**config.mk**
```make
export PLATFORM = sky130hd
export DESIGN_NAME = elastic_join
export DESIGN_NICKNAME = d
export VERILOG_FILES = /design/src/rtl/elastic_join_pkg.sv /design/src/rtl/elastic_buffer.sv /design/src/rtl/elastic_join.sv
export SDC_FILE = /design/constraint.sdc
export NUM_CORES = 1
export LEC_CHECK = 0
export BUFFER_PORTS_ARGS = -buffer_cell sky130_fd_sc_hd__buf_2
export CORE_ASPECT_RATIO = 0.9
export CORE_MARGIN = 1
export CORE_UTILIZATION = 57
export CTS_CLUSTER_SIZE = 14
export DETAILED_ROUTE_END_ITERATION = 8
export PLACE_DENSITY = 0.79
export SYNTH_ARGS = -nofsm -noshare
export SYNTH_HDL_FRONTEND = slang
export SYNTH_HIERARCHICAL = 1
export SYNTH_SLANG_ARGS = --single-unit
export TNS_END_PERCENT = 50
```
**constraint.sdc**
```tcl
create_clock -name clk -period 4.6 [get_ports clk]
set_input_delay 0.69 -clock clk [delete_from_list [all_inputs] [get_ports clk]]
set_output_delay 0.69 -clock clk [all_outputs]
set_load 0.02 [all_outputs]
```
**src/rtl/elastic_join_pkg.sv**
```systemverilog
// Shared widths, types and channel-select helper for the PE operand-gathering stage.
package elastic_join_pkg;

   localparam int unsigned DATA_WIDTH      = 32;
   localparam int unsigned NEIGHBOR_PE_NUM = 4;
   localparam int unsigned SEL_WIDTH       = $clog2(NEIGHBOR_PE_NUM);
   localparam int unsigned CNT_WIDTH       = 2;

   typedef logic [DATA_WIDTH-1:0] data_t;
   typedef logic [SEL_WIDTH-1:0]  sel_t;
   typedef logic [CNT_WIDTH-1:0]  cnt_t;

   localparam cnt_t CNT_ONE  = CNT_WIDTH'(1);
   localparam cnt_t CNT_FULL = CNT_WIDTH'(2);

   // True when an enabled operand selects channel ch.
   function automatic logic chan_hit(input logic en, input sel_t sel, input int unsigned ch);
      return en && (sel == SEL_WIDTH'(ch));
   endfunction

endpackage

```
**src/rtl/elastic_buffer.sv**
```systemverilog
// Two-entry elastic buffer: main register is the head, aux holds the second token.
module elastic_buffer
   import elastic_join_pkg::*;
(
   input  logic  clk,
   input  logic  reset_n,
   input  data_t in_data,
   input  logic  in_valid,
   output logic  in_stop,
   output data_t out_data,
   output logic  out_valid,
   input  logic  pop
);

   cnt_t  count;
   data_t main_q;
   data_t aux_q;
   logic  push;
   logic  pop_ok;

   // Stop depends only on the registered fill level.
   assign in_stop   = (count == CNT_FULL);
   assign push      = in_valid && !in_stop;
   assign pop_ok    = pop && (count != '0);
   assign out_data  = main_q;
   assign out_valid = (count != '0);

   always_ff @(posedge clk or negedge reset_n) begin
      if (!reset_n) begin
         count  <= '0;
         main_q <= '0;
         aux_q  <= '0;
      end else begin
         unique case ({push, pop_ok})
            2'b10: begin
               if (count == '0) main_q <= in_data;
               else             aux_q  <= in_data;
               count <= count + CNT_ONE;
            end
            2'b01: begin
               if (count == CNT_FULL) main_q <= aux_q;
               count <= count - CNT_ONE;
            end
            2'b11: begin
               // Push is blocked when full, so this only happens with one token held.
               main_q <= in_data;
            end
            default: ;
         endcase
      end
   end

endmodule

```
**src/rtl/elastic_join.sv**
```systemverilog
// Buffers every neighbour channel, selects up to two operands and joins them into one pair.
module elastic_join
   import elastic_join_pkg::*;
(
   input  logic                                       clk,
   input  logic                                       reset_n,
   input  logic [NEIGHBOR_PE_NUM-1:0][DATA_WIDTH-1:0] input_data,
   input  logic [NEIGHBOR_PE_NUM-1:0]                 valid_input,
   output logic [NEIGHBOR_PE_NUM-1:0]                 stop_input,
   input  logic                                       enable_a,
   input  sel_t                                       sel_a,
   input  logic                                       enable_b,
   input  sel_t                                       sel_b,
   output data_t                                      output_data_a,
   output data_t                                      output_data_b,
   output logic                                       valid_output,
   input  logic                                       stop_output,
   output logic                                       idle
);

   logic [NEIGHBOR_PE_NUM-1:0] selected;
   logic [NEIGHBOR_PE_NUM-1:0] full;
   logic [NEIGHBOR_PE_NUM-1:0] ch_valid;
   logic [NEIGHBOR_PE_NUM-1:0] pop;
   data_t                      head [NEIGHBOR_PE_NUM];
   logic                       fire;

   // Select decode from the current context.
   always_comb begin
      selected = '0;
      for (int unsigned i = 0; i < NEIGHBOR_PE_NUM; i++) begin
         selected[i] = chan_hit(enable_a, sel_a, i) || chan_hit(enable_b, sel_b, i);
      end
   end

   for (genvar g = 0; g < NEIGHBOR_PE_NUM; g++) begin : g_ch
      elastic_buffer u_buf (
         .clk       (clk),
         .reset_n   (reset_n),
         .in_data   (input_data[g]),
         .in_valid  (valid_input[g] & selected[g]),
         .in_stop   (full[g]),
         .out_data  (head[g]),
         .out_valid (ch_valid[g]),
         .pop       (pop[g])
      );
   end

   // Unselected channels are held off; no path from stop_output reaches here.
   assign stop_input = ~selected | full;

   assign valid_output = (enable_a || enable_b)
                      && (!enable_a || ch_valid[sel_a])
                      && (!enable_b || ch_valid[sel_b]);

   // A channel selected by both operands still pops only once.
   assign fire = valid_output && !stop_output;
   assign pop  = {NEIGHBOR_PE_NUM{fire}} & selected;

   assign output_data_a = enable_a ? head[sel_a] : '0;
   assign output_data_b = enable_b ? head[sel_b] : '0;
   assign idle          = ~|ch_valid;

endmodule
```
# After elaboration in Yosys (flattened, before gate mapping)
# Index checks and enable logic that the tools add are counted.
# totals
ff_bits	264
input_bits	141
elab_cells	156
# op_classes
n_addsub	8
magnitude_cmp	4
n_eq_ne	30
n_mux	28
n_bitwise	13
reduce_logical	61
# op_table
operator	n
two-way mux 32 bit	14
case mux 32 bit (3 select lines)	4
binary-select mux 32 bit (select 2 bit)	2
equality test 2 bit (second input constant)	16
logical AND 1 bit	19
inequality test 2 x 1 -> 1 bit (second input constant)	8
case mux 2 bit (2 select lines)	4
nonzero test 2 bit	8
equality test 2 x 1 -> 1 bit (second input constant)	6
logical NOT 2 bit	6
AND reduction 3 bit	4
nonzero test 3 bit	4
adder 2 x 1 -> 2 bit (second input constant)	4
logical NOT 1 bit	8
AND reduction 2 bit	4
subtractor 2 x 1 -> 2 bit (second input constant)	4
logical OR 1 bit	7
greater-or-equal comparator 3 bit (second input constant)	2
less-than comparator 2 x 3 -> 1 bit (second input constant)	2
NOT 2 -> 3 bit	2
bitwise AND 1 bit	4
bitwise AND 4 bit	1
binary-select mux 1 bit (select 2 bit)	2
NOT 1 bit	4
other kinds (4)	5

# Depth between registers and ports, before layout
# depth
word_depth	12
depth_mapped	14

# Cells and area by module
# The synthesis kept the hierarchy.
# by_module_without_submodules
module	instances	cells_per_inst	area_each_um2	seq_area_each_um2
elastic_buffer	4	349	3648.5	1651.6
elastic_join	1	182	2302.2	0.0

# Worst setup path after synthesis
# Ideal clock, no wire load.
# synth_timing
path_kind	input port to flip-flop
start	in sel_b[1]
end	reg g_ch[0].u_buf.main_q[0]
arrival_time_ns	2.847
required_time_ns	4.523
setup_slack_ns	1.675
path_stages	12
cell_sequence	buf_2 -> mux2_2 -> o22ai_1 -> nor4b_1 -> nand2_1 -> ha_1 -> and3b_1 -> clkbuf_2 -> or3_1 -> buf_2 -> buf_6 -> a21oi_1
# synth_between
elab_chain_len	10
elab_cells_between_ends	20
# synth_lines
item	line_no	source
start, declared	elastic_join.sv:13	input sel_t sel_b,
binary-select mux 1 bit (select 2 bit)	elastic_join.sv:54	&& (!enable_b || ch_valid[sel_b]);
two-way mux 1 bit (not written as such)	elastic_join.sv:54	
logical OR 1 bit	elastic_join.sv:54	
logical AND 1 bit	elastic_join.sv:54	
logical AND 1 bit	elastic_join.sv:57	assign fire = valid_output && !stop_output;
bitwise AND 4 bit (*)	elastic_join.sv:58	assign pop = {NEIGHBOR_PE_NUM{fire}} & selected;
named net pop[0]	elastic_join.sv:24	logic [NEIGHBOR_PE_NUM-1:0] pop;
logical AND 1 bit (*)	elastic_buffer.sv:24	assign pop_ok = pop && (count != '0);
equality test 2 x 1 -> 1 bit / equality test 2 bit (equally long branches)	elastic_buffer.sv:34	unique case ({push, pop_ok})
inequality test 2 x 1 -> 1 bit (no line) / nonzero test 3 bit (equally long branches)	--	
AND reduction 3 bit (no line)	--	
end signal, assigned	elastic_buffer.sv:36	if (count == '0) main_q <= in_data;
end signal, assigned	elastic_buffer.sv:41	if (count == CNT_FULL) main_q <= aux_q;
end signal, assigned	elastic_buffer.sv:46	main_q <= in_data;
end, declared	elastic_buffer.sv:16	data_t main_q;
# The timed path passes the listed nets; every way through them passes the cells marked *. The select of a mux whose other input is x is not followed.
# A chain may end at the register's enable or synchronous reset.

# Worst setup path after layout
# layout_timing
start	in sel_a[0]
end	reg g_ch[3].u_buf.main_q[8]
# layout_between
elab_chain_len	11
elab_cells_between_ends	21
# layout_lines
item	line_no	source
start, declared	elastic_join.sv:11	input sel_t sel_a,
binary-select mux 1 bit (select 2 bit)	elastic_join.sv:53	&& (!enable_a || ch_valid[sel_a])
two-way mux 1 bit (not written as such)	elastic_join.sv:53	
logical OR 1 bit	elastic_join.sv:53	
logical AND 1 bit	elastic_join.sv:53	
logical AND 1 bit	elastic_join.sv:54	
logical AND 1 bit	elastic_join.sv:57	
bitwise AND 4 bit (*)	elastic_join.sv:58	
named net pop[3]	elastic_join.sv:24	
logical AND 1 bit (*)	elastic_buffer.sv:24	
equality test 2 x 1 -> 1 bit / equality test 2 bit (equally long branches)	elastic_buffer.sv:34	
inequality test 2 x 1 -> 1 bit (no line) / nonzero test 3 bit (equally long branches)	--	
AND reduction 3 bit (no line)	--	
end signal, assigned	elastic_buffer.sv:36	
end signal, assigned	elastic_buffer.sv:41	
end signal, assigned	elastic_buffer.sv:46	
end, declared	elastic_buffer.sv:16	
# Marks and branches as above.

==> results by group <==
Status
  • Status: finished, final reports clean

Layout
  • Layout area overhead: 11.3%
  • Fin nets: 1828
  • Non-filler instance count after layout: 2096
  • Share of post-route cells with drive strength above 1: 0.373
  • Most frequent cells in the layout: 260 x dfrtp_1, 209 x buf_2, 137 x nand2b_1
  • Most common cell after layout, fill and taps aside: dfrtp_1

Yosys
  • Yosys reg bits: 264
  • Adder-Cell Fraction of Synth Area: 0.00592
  • Largest family of logic cells by synthesized area: simple AND/OR/NAND/NOR gates
  • Ranking of synthesized cells by area: dfrtp_1 39%, mux2_2 8.8%, mux4_2 7.7%
  • Leading area contributor after synthesis: dfrtp_1
  • Syn_area_per_cell: 10.7 um2
  • Mapped Nets: 1727
  • Mapped Cells: 1578
  • Post-synth cell types: 32
  • Xor and xnor area share after synthesis: 0.00622
  • Synth Area in Simple Gates: 0.188
  • Sequential fraction of the synthesis area: 0.391
  • Area share of the largest cell type after synthesis: 0.391
  • Post-Synthesis Cell Area: 16900 um2
  • Compound-Gate Fraction of Synth Area: 0.173
  • Post-synthesis mux area share: 0.175
  • Synth warnings: 6

Clock tree
  • Clk pin slew, worst setup/hold paths: 0.06 ns
  • CTS Hold Buffers Added: 0
  • CTS tree: built
  • CTS HTree Levels: 1
  • Num CTS Buffers: 28
  • PostCTS Resize Cnt: 0
  • Latest clock arrival within the worst-skew pair: 0.55 ns
  • Root buffer cell: clkbuf_16
  • Clk buf depth: 3
  • Post-CTS Repair Setup Buffers: 0
  • TritonCTS Sinks: 264

Route
  • Vias per cell: 6.59
  • Total wire length: 48100 um
  • DRC: 0
  • Post-route ant nets: 0
  • 1st-iter DRT viols: 1578
  • Via count: 13816
  • WL per Instance: 22.9 um
  • Router iterations before antenna repair: 5

Worst setup path
  • CP max FO: 32
  • Crit-path slowest cell: or3_1
  • Kind of end point of the critical path: register
  • Critical path required time: 4.97 ns
  • Crit path max-delay family: simple AND/OR/NAND/NOR gates
  • Setup crit start kind: primary input
  • Crit path DAT: 3.87 ns
  • Crit path buf inv count: 1
  • Setup CP Type: in2reg
  • Crit-path cells: buf_2 -> nand2b_1 -> o22ai_1 -> nor4b_1 -> nand2_1 -> ha_1 -> and3b_1 -> or3_1 -> a21oi_1
  • Crit-path max cell delay: 0.93 ns

Power and ir drop
  • Static leakage: 0.00776 uW
  • Power per cell area: 669 nW/um2
  • VDD IR max: 0.362 mV

STA
  • Worst clock skew: 0.0134 ns
  • Slew @ Worst Pin: 1.22 ns
  • Fin crit share: 0.762
  • Post-layout min period: 3.51 ns
  • Max Clock Freq: 0.285 GHz
  • Final Hold Fails: 0
  • Slew headroom: 0.190
  • Final setup viols: 0
  • Slew Viols, Final: 0
  • Final TNS setup: 0 ns
  • RSZ-0062 raised after global routing: false

Global routing
  • GRT Residual Overflow: 0
  • Total track usage: 0.316
  • First-pass GRT wire length: 74100 um
  • Vias in the first global route: 13240
  • Largest net degree at the start of global routing: 118
  • Initial antenna violation count: 2

Hold path
  • Worst hold path type: in2async

Placed design
  • IO buf count: 210
  • Placed Cells: 2045
  • GP Congestion: 0.920
  • HPWL after DPL: 32700 um

Floorplanning
  • Ports: 211
  • Starting Density: 0.582
  • Area of the die: 30300 um2
  • CORE AREA: 29000 um2
  • Rows: 59
  • DIE WIDTH: 183 um
  • Die H: 165 um

Flow run
  • Max Cap Viol: 0
Yosys cell counts:
library cell and n:
or3_1 4, and3b_1 4, and2_1 68, buf_2 27, xor2_1 4, clkbuf_2 4
nand2b_1 137, xnor2_1 8, a21oi_1 128, buf_6 14, nor4b_1 4, o21bai_1 1
ha_1 8, o22ai_1 6, nor3_1 1, mux2_2 132, a221oi_1 128, nor2_1 5
nor2b_1 136, buf_4 13, mux4_2 58, nand2_1 14, buf_12 6, nand2b_4 1
or2b_1 4, dfrtp_1 264, nor4_1 1, mux4_1 6, or2_2 132, o32ai_1 128
inv_1 14, clkbuf_1 118
final cells by class:
| type | instances | area, um2 |
|---|---|---|
| Fill cell | 2246 | 10200 |
| Multi-Input combinational cell | 1118 | 9290 |
| Sequential cell | 264 | 6610 |
| Timing Repair Buffer | 253 | 1430 |
| Clock buffer | 46 | 880 |
| Tap cell | 396 | 495 |
| Inverter | 14 | 52.6 |
| Clock inverter | 3 | 40.0 |
| Antenna cell | 2 | 5.00 |
through the flow:
step / util / total power, uW / cell area, um2 / hold WS (ns) / worst slack [ns]
floorplan: - / 8640 / 16900 / 0.394 / 1.68
global placement: 0.617 / 9880 / 17900 / 0.487 / 0.841
detailed placement: 0.617 / 10200 / 17900 / 0.494 / 0.709
CTS: 0.648 / 12500 / 18800 / 0.290 / 1.21
global route: 0.648 / 13300 / 18800 / 0.307 / 0.893
finish: 0.648 / 12600 / 18800 / 0.217 / 1.09
per-layer routing:
layer	vias to the layer above	GRT usage	routed length [um]
met2	684	0.488	21800
met5	-	0	13
met4	2	0.158	2520
li1	6076	-	-
met3	132	0.0601	4260
met1	6922	0.427	19400
flip-flops by register name, summed over array words and instances (netlist names):
register             count
g_ch.u_buf/aux_q       128
g_ch.u_buf/count         8
g_ch.u_buf/out_data    128
kinds of logic (layout without fill, tap and decap cells):
| group | count (synthesis) | after routing |
|---|---|---|
| xor gates and xnor gates | 12 | 12 |
| muxes | 196 | 196 |
| DFF | 264 | 264 |
| adders and majority gates | 8 | 8 |
| buffers and inverters | 196 | 316 |
| other | 0 | 2 |
| and+or+nand+nor | 511 | 511 |
| AOI/OAI and AO/OA | 391 | 391 |
path summary, 6_finish.rpt:
kind | slack [ns] | endpoint | depth (start not counted) | start
worst max-delay path | 1.09 | g_ch[3].u_buf/out_data[8] | 9 | sel_a[0]
worst min-delay path | 0.22 | g_ch[2].u_buf/aux_q[7] | 1 | reset_n
worst max register to register | 1.11 | g_ch[3].u_buf/out_data[8] | 9 | g_ch[3].u_buf/count[1]
worst min register to register | 0.51 | g_ch[1].u_buf/aux_q[30] | 1 | g_ch[1].u_buf/aux_q[30]
max in group asynchronous | 3.28 | g_ch[3].u_buf/aux_q[24] | 2 | reset_n
min in group clk | 0.38 | g_ch[3].u_buf/aux_q[11] | 2 | input_data[107]
where the power goes:
group          switching (uW)  internal (uW)  leakage (uW)
Combinational            2790           2830       0.00420
Clock                     923           1350      0.000453
Sequential               1160           3550       0.00311
Total                    4870           7720       0.00776
(Power assumes the default switching activity.)
